**src/rtl/mul_issue_pkg.sv**
```systemverilog
// Shared types for the multiplier operand issuer.
// Operand width constants, operand pair bundle and issue FSM states.
package mul_issue_pkg;

    localparam int WIDTH_LOG = 2;
    localparam int WIDTH     = 1 << WIDTH_LOG;

    typedef struct packed {
        logic [WIDTH-1:0] a;
        logic [WIDTH-1:0] b;
    } operand_t;

    typedef enum logic [1:0] {
        IDLE  = 2'd0,
        ISSUE = 2'd1,
        WAIT  = 2'd2
    } issue_state_t;

endpackage

```
**src/rtl/mul_issue_fifo.sv**
```systemverilog
// Operand pair FIFO: synchronous write, combinational head read.
// Push is ignored when full and pop is ignored when empty.
module mul_issue_fifo
    import mul_issue_pkg::*;
#(
    parameter int DEPTH = 4
) (
    input  logic                   clk,
    input  logic                   rst_n,
    input  logic                   push,
    input  logic                   pop,
    input  operand_t               wdata,
    output operand_t               rdata,
    output logic                   full,
    output logic                   empty,
    output logic [$clog2(DEPTH):0] count
);

    localparam int AW = $clog2(DEPTH);

    operand_t        mem [DEPTH];
    logic [AW-1:0]   wr_ptr;
    logic [AW-1:0]   rd_ptr;
    logic [AW:0]     cnt;
    logic            push_ok;
    logic            pop_ok;

    assign full    = (cnt == (AW+1)'(DEPTH));
    assign empty   = (cnt == '0);
    assign push_ok = push && !full;
    assign pop_ok  = pop && !empty;
    assign rdata   = mem[rd_ptr];
    assign count   = cnt;

    // Storage write; contents need no reset since cnt gates visibility.
    always_ff @(posedge clk) begin
        if (push_ok) begin
            mem[wr_ptr] <= wdata;
        end
    end

    // Pointers wrap naturally at the power-of-2 depth; occupancy tracks both.
    always_ff @(posedge clk or negedge rst_n) begin
        if (!rst_n) begin
            wr_ptr <= '0;
            rd_ptr <= '0;
            cnt    <= '0;
        end else begin
            if (push_ok) begin
                wr_ptr <= wr_ptr + 1'b1;
            end
            if (pop_ok) begin
                rd_ptr <= rd_ptr + 1'b1;
            end
            unique case ({push_ok, pop_ok})
                2'b10:   cnt <= cnt + 1'b1;
                2'b01:   cnt <= cnt - 1'b1;
                default: cnt <= cnt;
            endcase
        end
    end

endmodule

```
**src/rtl/mul_operand_issuer.sv**
```systemverilog
// Feeds buffered operand pairs to a ready-less multiplier, one op in flight.
// Optional WAIT timeout with sticky err port: define MUL_ISSUE_TIMEOUT_EN.
module mul_operand_issuer
    import mul_issue_pkg::*;
#(
    parameter int DEPTH   = 4
`ifdef MUL_ISSUE_TIMEOUT_EN
   ,parameter int TIMEOUT = 16
`endif
) (
    input  logic                   clk,
    input  logic                   rst_n,
    input  logic                   s_valid,
    output logic                   s_ready,
    input  logic [WIDTH-1:0]       s_a,
    input  logic [WIDTH-1:0]       s_b,
    output logic                   mul_in_valid,
    output logic [WIDTH-1:0]       mul_a,
    output logic [WIDTH-1:0]       mul_b,
    input  logic                   mul_out_valid,
    output logic                   busy,
    output logic [$clog2(DEPTH):0] count
`ifdef MUL_ISSUE_TIMEOUT_EN
   ,output logic                   err
`endif
);

    issue_state_t state_q;
    issue_state_t state_d;
    operand_t     head;
    operand_t     wdata;
    logic         fifo_full;
    logic         fifo_empty;
    logic         push;
    logic         pop;
    logic         timeout;

    assign s_ready = !fifo_full;
    assign push    = s_valid && s_ready;
    assign wdata   = '{a: s_a, b: s_b};
    assign busy    = (state_q != IDLE);

    mul_issue_fifo #(
        .DEPTH (DEPTH)
    ) u_fifo (
        .clk   (clk),
        .rst_n (rst_n),
        .push  (push),
        .pop   (pop),
        .wdata (wdata),
        .rdata (head),
        .full  (fifo_full),
        .empty (fifo_empty),
        .count (count)
    );

`ifdef MUL_ISSUE_TIMEOUT_EN
    localparam int TW = $clog2(TIMEOUT + 1);

    logic [TW-1:0] wait_cnt_q;
    logic          err_q;

    assign timeout = (state_q == WAIT) && (wait_cnt_q == TW'(TIMEOUT - 1));
    assign err     = err_q;

    // WAIT cycle counter, cleared while issuing; sticky err on a missed finish.
    always_ff @(posedge clk or negedge rst_n) begin
        if (!rst_n) begin
            wait_cnt_q <= '0;
            err_q      <= 1'b0;
        end else begin
            if (state_q == ISSUE) begin
                wait_cnt_q <= '0;
            end else if (state_q == WAIT) begin
                wait_cnt_q <= wait_cnt_q + 1'b1;
            end
            if (timeout && !mul_out_valid) begin
                err_q <= 1'b1;
            end
        end
    end
`else
    assign timeout = 1'b0;
`endif

    // Next state and pop; finishes outside WAIT are stale and ignored.
    always_comb begin
        state_d = state_q;
        pop     = 1'b0;
        unique case (state_q)
            IDLE: begin
                if (!fifo_empty) begin
                    pop     = 1'b1;
                    state_d = ISSUE;
                end
            end
            ISSUE: begin
                state_d = WAIT;
            end
            WAIT: begin
                if (mul_out_valid || timeout) begin
                    state_d = IDLE;
                end
            end
            default: begin
                state_d = IDLE;
            end
        endcase
    end

    // State register, one-cycle start pulse and operand hold registers.
    always_ff @(posedge clk or negedge rst_n) begin
        if (!rst_n) begin
            state_q      <= IDLE;
            mul_in_valid <= 1'b0;
            mul_a        <= '0;
            mul_b        <= '0;
        end else begin
            state_q      <= state_d;
            mul_in_valid <= pop;
            if (pop) begin
                mul_a <= head.a;
                mul_b <= head.b;
            end
        end
    end

endmodule

```
**config.mk**
```make
export PLATFORM = sky130hd
export DESIGN_NAME = mul_operand_issuer
export DESIGN_NICKNAME = d
export VERILOG_FILES = /design/src/rtl/mul_issue_pkg.sv /design/src/rtl/mul_issue_fifo.sv /design/src/rtl/mul_operand_issuer.sv
export SDC_FILE = /design/constraint.sdc
export NUM_CORES = 1
export LEC_CHECK = 0
export CAP_MARGIN = 20
export CORE_MARGIN = 5
export CORE_UTILIZATION = 55
export DETAILED_ROUTE_END_ITERATION = 16
export DONT_BUFFER_PORTS = 1
export PLACE_DENSITY = 0.71
export SYNTH_ARGS = -nofsm -noshare
export SYNTH_HDL_FRONTEND = slang
export SYNTH_SLANG_ARGS = --single-unit
export TNS_END_PERCENT = 30
```
**constraint.sdc**
```tcl
create_clock -name clk -period 2.04 [get_ports clk]
set_clock_uncertainty 0.15 [all_clocks]
set_input_delay 0.306 -clock clk [delete_from_list [all_inputs] [get_ports clk]]
set_output_delay 0.306 -clock clk [all_outputs]
set_load 0.005 [all_outputs]
```
==> flow_summary.yaml <==
status:
  outcome: "finished, violations left"
  violations: "negative setup slack"
final_layout:
  area_delta_synth_final_pct: 16.2
  final_cell_mix: "32 x edfxtp_1, 18 x dfrtp_1, 12 x buf_4"
  fin_area_mm2: 0.00232
  fin_nets: 147
  antenna_cells: 0
  final_common_cell: "edfxtp_1"
  drive_above_1_share: 0.346
  fillers: 250
synthesis:
  syn_area_mm2: 0.00200
  syn_nets: 121
  synthCells: 103
  synth_top_cell_by_area: "edfxtp_1"
  ys_ff_latch: 50
  netlist-cell-type-count: 24
  synth_top_area_frac: 0.482
  postSynthAreaPerCell_um2: 19.4
  synth.yosys.seq_area_share: 0.707
  synth_area_leaders: "edfxtp_1 48%, dfrtp_1 23%, mux4_2 6.8%, mux2_2 4.5%, ha_1 3.1%"
  yosys_warnings: 0
power_and_ir_drop:
  p_comb_frac: 0.373
  p_seq_frac: 0.467
  switching_share: 0.301
  p_clk_frac: 0.159
  power_density_mw_per_mm2: 1480
  intPower_uw: 2390
  p_switching_uw: 1030
  ir_worst_vdd_mv: 0.794
  power.leakage_uw: 0.000893
cts:
  cts_tree: "done"
  cts_buffers: 5
  cts_sinks: 50
  htree_levels: 2
  clk_pin_slew_worst_paths_ps: 120
  clockBufferDepth: 2
  clock_latency_ps: 350
  cts_root_buffer: "clkbuf_4"
timing:
  finalCritPeriodShare: 1.06
  worst_pin_slew_ps: 868
  max_slew_margin: 0.419
  fin_ws_ps: -115
  hold_viol_final: 0
  rsz0062_at_grt: "true"
  period_needed_ps: 2150
  fmax_mhz: 464
  drv_slew: 0
  hold_slack_ps: 148
  setup_viol: 1
critical_path:
  r2r_end: "u_fifo.count[2]"
  cp_slowest_cell: "dfrtp_1"
  reg2reg_slack_ps: -110
  cp_cell_sequence: "or3b_4 > and2_4 > inv_2 > ha_4 > inv_2 > fa_2 > xor2_1 > nor2_1 > xor2_1"
  slowest_delay_ps: 400
  startpoint_type: "flop"
  endpoint: "u_fifo.count[2]"
  crit_fanout: 2
  worst-setup-path-type: "reg2reg"
  required_ps: 2160
  reg2reg_from: "u_fifo.count[0]"
  ff2ff_path_depth: 9
  cp-startpoint: "u_fifo.count[0]"
  arrival_ps: 2280
  end_kind: "flop"
placement:
  dp_hpwl_mm: 2.30
  place_area_mm2: 0.00213
  place.port_buffers: 0
  gp_congestion: 0.696
global_route:
  grt_pass1_vias: 1067
  track_usage: 0.150
  antenna_found_initial: 0
  grt_max_degree: 19
  grt_overflow: 0
  grt_first_pass_wirelength_mm: 5.52
drt:
  wirelength_mm: 3.27
  drc: 0
  first_iter_violations: 68
  num_vias: 948
  drt-wirelength-per-cell_um: 18.6
  viasPerCell: 5.39
  firstDrtPassIters: 4
  ant_nets: 0
floorplanning:
  dieWidth_um: 70.2
  dieArea_mm2: 0.00493
  die_y_um: 70.2
  pin_count: 26
  initial_core_util: 0.584
  num_rows: 21
  core_area_mm2: 0.00342
hold_path:
  whs_path_depth: 3
  hp-class: "in2reg"
job:
  maxCapViolations: 0
==> sequential cells by signal, indices dropped and copies added (netlist names) <==
signal,count
mul_b,4
u_fifo.wr_ptr,2
u_fifo.count,3
u_fifo.mem,32
state_q,2
mul_in_valid,1
mul_a,4
u_fifo.rd_ptr,2
==> area by class of cell <==
| cell class | count | area, um^2 | share of cell area |
|---|---|---|---|
| repair buffers | 22 | 190 | 0.0820 |
| clock buffers | 7 | 45.0 | 0.0194 |
| inverters | 6 | 22.5 | 0.00971 |
| multi-input cells | 44 | 562 | 0.242 |
| well taps | 46 | 57.6 | 0.0248 |
| clock inverters | 1 | 30.0 | 0.0130 |
| flip-flops and latches | 50 | 1410 | 0.609 |
==> metal layers <==
layer | part of all wire | up-vias | GRT usage
li1 | - | 432 | -
met1 | 0.40 | 493 | 0.176
met2 | 0.55 | 17 | 0.260
met3 | 0.042 | 6 | 0.0402
met4 | 0.013 | 0 | 0.0574
met5 | 0 | - | 0
==> worst min path at each step <==
| stage | start | to | slack [ps] |
|---|---|---|---|
| 5_1_grt | s_valid | u_fifo.wr_ptr[0] | 130 |
| 2_1_floorplan | rst_n | mul_a[0] | -140 |
| 6_report | s_valid | u_fifo.wr_ptr[0] | 150 |
| 3_5_place_dp | rst_n | mul_a[2] | -140 |
| 3_3_place_gp | rst_n | mul_b[2] | -140 |
| 4_1_cts | s_valid | u_fifo.wr_ptr[0] | 130 |
==> worst max-delay path, delay by kind of cell, from the launching register on <==
family	cells	cell delay [ps]
and+or+nand+nor	3	660
adders and majority gates	2	460
DFF	1	400
xor gates and xnor gates	2	320
buffers and inverters	2	100
==> power by group through the flow <==
stage / Clock, uW / Combinational (uW) / Sequential [uW]
final: 545 / 1280 / 1600
after global routing: 609 / 1400 / 1640
after CTS: 558 / 1300 / 1610
after detailed placement: 0 / 1250 / 1630
after global placement: 0 / 1170 / 1610
after floorplan: 0 / 926 / 1570
==> timing repair <==
action                     4_1_cts  5_1_grt
gates resized for setup          0        1
pin swaps                        4        0
hold endpoints to repair        51        0
setup endpoints to repair        2        2
buffers inserted                 1        0
hold buffers                    10        0
==> Yosys cell counts <==
| master | number |
|---|---|
| edfxtp_1 | 32 |
| dfrtp_1 | 18 |
| mux2_2 | 8 |
| inv_1 | 6 |
| mux4_2 | 6 |
| ha_1 | 5 |
| and3_2 | 4 |
| xor2_1 | 4 |
| mux2i_1 | 2 |
| mux4_1 | 2 |
| nor2_1 | 2 |
| xnor2_1 | 2 |
| and2_4 | 1 |
| buf_1 | 1 |
| buf_2 | 1 |
| buf_6 | 1 |
| fa_1 | 1 |
| mux2_4 | 1 |
| nand2b_1 | 1 |
| nor2_4 | 1 |
| nor3_1 | 1 |
| nor3b_1 | 1 |
| or2_0 | 1 |
| or3b_4 | 1 |
==> kinds of logic after synthesis <==
| kind of cell | Yosys count | synth area share |
|---|---|---|
| muxes | 19 | 0.157 |
| and+or+nand+nor | 13 | 0.0470 |
| DFF | 50 | 0.707 |
| adders and majority gates | 6 | 0.0414 |
| buffers and inverters | 9 | 0.0213 |
| xor gates and xnor gates | 6 | 0.0263 |
==> per-stage QoR <==
stage | total power, uW | setup TNS [ps] | instances | worst slack (ps) | utilization
finish | 3420 | -115 | 176 | -115 | 0.679
global route | 3650 | -226 | 176 | -185 | 0.679
CTS | 3470 | -120 | 176 | -120 | 0.677
detailed placement | 2880 | -142 | 157 | -142 | 0.624
global placement | 2780 | -28.5 | 157 | -28.5 | 0.624
floorplan | 2490 | -116 | 103 | -116 | -
No activity file was read; power rests on OpenSTA's default activity.
